--- config.mk ---
export PLATFORM = sky130hd
export DESIGN_NAME = mult_taint_radix
export DESIGN_NICKNAME = d
export VERILOG_FILES = /design/src/rtl/mult_taint_radix.sv
export SDC_FILE = /design/constraint.sdc
export NUM_CORES = 1
export LEC_CHECK = 0
export CORE_MARGIN = 1
export CORE_UTILIZATION = 48
export CTS_CLUSTER_DIAMETER = 100
export DETAILED_ROUTE_END_ITERATION = 10
export PLACE_DENSITY_LB_ADDON = 0.25
export SLEW_MARGIN = 0
export SYNTH_ARGS = -nofsm -noshare
export SYNTH_HDL_FRONTEND = slang
export SYNTH_SLANG_ARGS = --single-unit
--- constraint.sdc ---
create_clock -name clk -period 16.4 [get_ports clk]
set_clock_uncertainty 0.05 [all_clocks]
set_input_delay 3.28 -clock clk [delete_from_list [all_inputs] [get_ports clk]]
set_output_delay 3.28 -clock clk [all_outputs]
set_load 0.005 [all_outputs]
--- src/rtl/mult_taint_radix.sv ---
// Radix-2^DIGIT iterative multiplier with bit-level data taint and FSM control taint.
// Optionally terminates early once the remaining multiplier digits are all zero.
module mult_taint_radix #(
  parameter int unsigned WIDTH      = 32,
  parameter int unsigned DIGIT      = 2,
  parameter int unsigned EARLY_TERM = 0
) (
  input  logic               clk,
  input  logic               rst,
  input  logic               start,
  input  logic               start_t,
  input  logic               state_t_kill,
  input  logic [WIDTH-1:0]   multiplier,
  input  logic [WIDTH-1:0]   multiplier_t,
  input  logic [WIDTH-1:0]   multiplicand,
  input  logic [WIDTH-1:0]   multiplicand_t,
  output logic               busy,
  output logic               busy_t,
  output logic [2*WIDTH-1:0] product,
  output logic [2*WIDTH-1:0] product_t,
  output logic               productDone,
  output logic               productDone_t
);

  localparam int unsigned N  = WIDTH / DIGIT;
  localparam int unsigned PW = 2 * WIDTH;
  localparam int unsigned IW = (N > 1) ? $clog2(N) : 1;
  localparam int unsigned SW = $clog2(PW) + 1;

  if ((WIDTH % DIGIT) != 0) begin : g_bad_digit
    $error("mult_taint_radix: WIDTH must be a multiple of DIGIT");
  end

  typedef enum logic [1:0] {StIdle, StRun, StDone} state_e;

  // Set every bit at and above the lowest set bit.
  function automatic logic [PW-1:0] smear_up(input logic [PW-1:0] x);
    logic [PW-1:0] r;
    logic          seen;
    seen = 1'b0;
    for (int j = 0; j < int'(PW); j++) begin
      seen = seen | x[j];
      r[j] = seen;
    end
    return r;
  endfunction

  state_e            state_d, state_q;
  logic [WIDTH-1:0]  mreg_d, mreg_q, mreg_t_d, mreg_t_q;
  logic [WIDTH-1:0]  mcand_d, mcand_q, mcand_t_d, mcand_t_q;
  logic [PW:0]       acc_d, acc_q;
  logic [PW-1:0]     acc_t_d, acc_t_q;
  logic [IW-1:0]     idx_d, idx_q;
  logic              ctrl_t_d, ctrl_t_q;
  logic [PW-1:0]     product_d, product_q, product_t_d, product_t_q;
  logic              done_d, done_q, done_t_d, done_t_q;

  logic [SW-1:0]     shamt, hi_shamt;
  logic [DIGIT-1:0]  digit, digit_t;
  logic [PW-1:0]     pp, pp_t;
  logic              upper_zero, upper_t, last;

  always_comb begin
    shamt      = SW'(idx_q) * SW'(DIGIT);
    hi_shamt   = shamt + SW'(DIGIT);
    digit      = DIGIT'(mreg_q >> shamt);
    digit_t    = DIGIT'(mreg_t_q >> shamt);
    pp         = (PW'(mcand_q) * PW'(digit)) << shamt;
    if (|digit_t) begin
      pp_t = smear_up(PW'(1) << shamt);
    end else if (digit == '0) begin
      pp_t = '0;
    end else begin
      pp_t = smear_up(PW'(mcand_t_q) << shamt);
    end
    upper_zero = ((mreg_q >> hi_shamt) == '0);
    upper_t    = |(mreg_t_q >> hi_shamt);
    last       = (idx_q == IW'(N - 1)) || ((EARLY_TERM != 0) && upper_zero);
  end

  always_comb begin
    state_d     = state_q;
    mreg_d      = mreg_q;
    mreg_t_d    = mreg_t_q;
    mcand_d     = mcand_q;
    mcand_t_d   = mcand_t_q;
    acc_d       = acc_q;
    acc_t_d     = acc_t_q;
    idx_d       = idx_q;
    ctrl_t_d    = ctrl_t_q;
    product_d   = product_q;
    product_t_d = product_t_q;
    done_d      = 1'b0;
    done_t_d    = 1'b0;

    case (state_q)
      StIdle: begin
        if (start) begin
          mreg_d    = multiplier;
          mreg_t_d  = multiplier_t;
          mcand_d   = multiplicand;
          mcand_t_d = multiplicand_t;
          acc_d     = '0;
          acc_t_d   = '0;
          idx_d     = '0;
          ctrl_t_d  = start_t;
          state_d   = StRun;
        end
      end
      StRun: begin
        acc_d   = acc_q + {1'b0, pp};
        acc_t_d = smear_up(acc_t_q | pp_t);
        // With early termination the latency leaks the upper multiplier bits.
        if (EARLY_TERM != 0) ctrl_t_d = ctrl_t_q | upper_t;
        if (last) state_d = StDone;
        else      idx_d   = idx_q + IW'(1);
      end
      StDone:  state_d = StIdle;
      default: state_d = StIdle;
    endcase

    if (state_t_kill) ctrl_t_d = 1'b0;

    if ((state_q == StRun) && last) begin
      product_d   = acc_d[PW-1:0];
      product_t_d = ctrl_t_d ? '1 : acc_t_d;
      done_d      = 1'b1;
      done_t_d    = ctrl_t_d;
    end
  end

  always_ff @(posedge clk or posedge rst) begin
    if (rst) begin
      state_q     <= StIdle;
      mreg_q      <= '0;
      mreg_t_q    <= '0;
      mcand_q     <= '0;
      mcand_t_q   <= '0;
      acc_q       <= '0;
      acc_t_q     <= '0;
      idx_q       <= '0;
      ctrl_t_q    <= 1'b0;
      product_q   <= '0;
      product_t_q <= '0;
      done_q      <= 1'b0;
      done_t_q    <= 1'b0;
    end else begin
      state_q     <= state_d;
      mreg_q      <= mreg_d;
      mreg_t_q    <= mreg_t_d;
      mcand_q     <= mcand_d;
      mcand_t_q   <= mcand_t_d;
      acc_q       <= acc_d;
      acc_t_q     <= acc_t_d;
      idx_q       <= idx_d;
      ctrl_t_q    <= ctrl_t_d;
      product_q   <= product_d;
      product_t_q <= product_t_d;
      done_q      <= done_d;
      done_t_q    <= done_t_d;
    end
  end

  assign busy          = (state_q == StRun);
  assign busy_t        = busy & ctrl_t_q;
  assign product       = product_q;
  assign product_t     = product_t_q;
  assign productDone   = done_q;
  assign productDone_t = done_t_q;

endmodule

==> results.cfg <==
[run_status]
run_status = completed

[timing]
number_of_failing_setup_endpoints_in_the_final_timing_report = 0
setup_repair_after_global_routing_missed_its_margin = no
min_period_over_period = 0.605
max_slew.worst_pin.slew_ns = 1.23
drv_slew = 0
report.final.hold_viol_count = 0
final.hold.worst_slack_ns = 0.425
max_freq_ghz = 0.101
worst_slew_margin_rel = 0.178
fin_tns_setup_ns = 0
period_minus_slack_ns = 9.93

[worst_setup_path]
worstPathArrival_ns = 10.35
crit-reg2reg-launch = idx_q[0]
r2r_slack_ns = 6.47
ff2ff_path_depth = 29
critPathMostFrequentCell = sky130_fd_sc_hd__a211oi_1
critPathLaunchType = flop
worst_ep_required_time_ns = 16.82
timing.rr.end = product[63]
worst_path_max_delay_cell = sky130_fd_sc_hd__dfrtp_4
critical_path_peak_fanout = 53
timing.critical_path.to_type = flop
critical_path_class = reg -> reg
crit_path_max_incr_delay_ns = 0.90

[routing]
drt_iter0_markers = 1804
wirelength_um = 82100
vias = 23100
remaining_drc_errors = 0
firstDrtPassIters = 6
antenna_left = 0
detail_route.wl_per_cell_um = 21.3
route.detailed.vias_per_inst = 5.99

[die]
initial_utilization = 0.489
fp.dieW_um = 231
die_y_um = 231
boundaryPins = 265
placement_rows = 83
floorplan.core_area_um2 = 51600
dieArea_um2 = 53500

[clock_tree]
post_cts_buffers = 0
insertion_delay_ns = 0.61
max-clock-path-buffers = 3
clk_pin_slew_ns = 0.06
cts.sinks = 393
tritoncts = yes
cts_htree_levels = 2
numCtsBuffers = 46
clockRootBuffer = sky130_fd_sc_hd__clkbuf_16
cts_repair_resize_count = 0
ctsHoldBuffers = 0

[power]
power.ir.vdd_worst_v = 0.000136
power.density_cell_area_nw_per_um2 = 234
leakage_nw = 13.5

[grt]
grt_remaining_overflow = 0
antenna_found_initial = 3
first_global_vias = 23000
grt_use_total = 0.305
grt_pass1_wl_um = 128000
maximum_number_of_pins_on_one_net_before_global_route_repair = 104

[cells_and_area]
fin_nets = 3378
layout-area-overhead-vs-synth_pct = 18.7
final_layout_size_suffix_gt1_frac = 0.0781

[synth]
synth.ff_latch_count = 393
post_synth_instance_area_um2 = 25200
synth.yosys.seq_area_share = 0.390
number_of_enable_type_register_cells_in_the_synthesized_netlist = 0
synth-async-reset-ratio = 1.00
gate_count_of_the_mapped_netlist = 2979
postSynthNetCount = 3214
synth_flop_cell = sky130_fd_sc_hd__dfrtp_1
ys_types = 88
synth-warning-count = 0
post_synth.cell_area_avg_um2 = 8.47

[placement]
portBuffers = 264
gp_congestion = 0.952
dp_hpwl_um = 60800

[min_path]
hold_class = reg -> reg
hold_end = mreg_t_q[21]
worst_hold_startpoint = mreg_t_q[21]
hold-path-cell-count = 2

[flow_run]
maxCapViolations = 0
==> worst max-delay path by stage <==
stage               cells past startpoint  slack (ns)     start          end
floorplan                               1        2.14       rst     acc_q[0]
global placement                       29        6.88  idx_q[0]  product[63]
detailed placement                     33        6.66  idx_q[0]  product[63]
CTS                                    29        6.59  idx_q[0]  product[63]
global route                           33        5.61  idx_q[0]  product[63]
finish                                 29        6.47  idx_q[0]  product[63]
==> layout make-up <==
type | instances | area [um2]
fill | 4604 | 21700
timing repair buffer | 292 | 2850
antenna | 1 | 2.50
multi-input combinational | 2367 | 14600
tap | 680 | 851
clock buffer | 63 | 1380
inverter | 43 | 171
clock inverter | 19 | 280
sequential | 393 | 9840
==> critical path: cells and delay by family, from the launching register on <==
kind / cells / cell delay [ns]
DFF: 1 / 0.90
muxes: 2 / 0.85
and+or+nand+nor: 7 / 1.31
AOI/OAI and AO/OA: 17 / 5.63
adders and majority gates: 3 / 1.02
==> cells in the final DEF, fill, tap and decap left out, drive strengths merged, types with 41 or more instances in the layout <==
master / netlist / layout
mux2: 53 / 53
nand2: 691 / 691
xnor2: 47 / 47
o21ai: 196 / 196
mux2i: 62 / 62
mux4: 41 / 41
nor3: 61 / 61
a21oi: 180 / 180
dfrtp: 393 / 393
clkbuf: 131 / 63
nor2: 279 / 279
a21o: 61 / 61
clkdlybuf4s50: 0 / 264
ha: 100 / 100
and2: 84 / 84
inv: 42 / 45
==> synth_stat cells (16+ instances only) <==
cell type                    n  area [um2]
sky130_fd_sc_hd__a211oi_1   31         233
sky130_fd_sc_hd__a21o_1     61         458
sky130_fd_sc_hd__a21oi_1   180         901
sky130_fd_sc_hd__a22o_1     20         175
sky130_fd_sc_hd__a31oi_1    37         231
sky130_fd_sc_hd__and2_1     82         513
sky130_fd_sc_hd__buf_1      28         105
sky130_fd_sc_hd__clkbuf_1  131         492
sky130_fd_sc_hd__dfrtp_1   393        9830
sky130_fd_sc_hd__ha_1      100        1250
sky130_fd_sc_hd__inv_1      39         146
sky130_fd_sc_hd__mux2_2     52         586
sky130_fd_sc_hd__mux2i_1    62         621
sky130_fd_sc_hd__mux4_2     41         923
sky130_fd_sc_hd__nand2_1   691        2590
sky130_fd_sc_hd__nand2b_1   24         150
sky130_fd_sc_hd__nand3_1    27         135
sky130_fd_sc_hd__nand4_1    16         100
sky130_fd_sc_hd__nor2_1    279        1050
sky130_fd_sc_hd__nor3_1     60         300
sky130_fd_sc_hd__nor4_1     22         138
sky130_fd_sc_hd__o21ai_0   192         961
sky130_fd_sc_hd__o21bai_1   16         120
sky130_fd_sc_hd__o22a_1     35         307
sky130_fd_sc_hd__o22ai_1    21         131
sky130_fd_sc_hd__or3_1      19         119
sky130_fd_sc_hd__xnor2_1    47         412
sky130_fd_sc_hd__xor2_1     33         289
==> per-stage QoR <==
step	worst slack (ns)	area, um2	util	cells	power [mW]
3_3_place_gp	6.88	28300	0.548	3775	5.78
4_1_cts	6.59	29900	0.580	3857	6.99
2_1_floorplan	2.14	25200	-	2979	4.45
6_report	6.47	29900	0.580	3858	7.02
5_1_grt	5.61	29900	0.580	3858	7.48
3_5_place_dp	6.66	28300	0.548	3775	5.84
==> logic make-up after synthesis <==
family	Yosys count	share of synthesized area
AND/OR/NAND/NOR	1304	0.228
AO/OA/AOI/OAI	725	0.183
flip-flops	393	0.390
buffers and inverters	219	0.0346
multiplexers	156	0.0850
adder cells (fa/ha/maj)	102	0.0512
XOR/XNOR	80	0.0278
==> power by group <==
part | switching (mW) | internal, mW | leakage (nW)
Clock | 0.440 | 0.670 | 0.820
Sequential | 0.350 | 1.37 | 4.64
Combinational | 2.56 | 1.63 | 7.99
Total | 3.35 | 3.66 | 13.5
==> registers in the layout, summed over array words and instances, names as in the netlist <==
name           count
productDone        1
state_q            2
acc_q             64
mreg_t_q          32
product           64
idx_q              4
mreg_q            32
mcand_q           32
mcand_t_q         32
ctrl_t_q           1
product_t         64
productDone_t      1
acc_t_q           64
==> layer usage <==
layer	wire, um	global-route usage
met5	13	0
met4	3760	0.139
met2	41500	0.543
met3	4180	0.0386
met1	32700	0.367
Power figures use the tool's default switching activity.
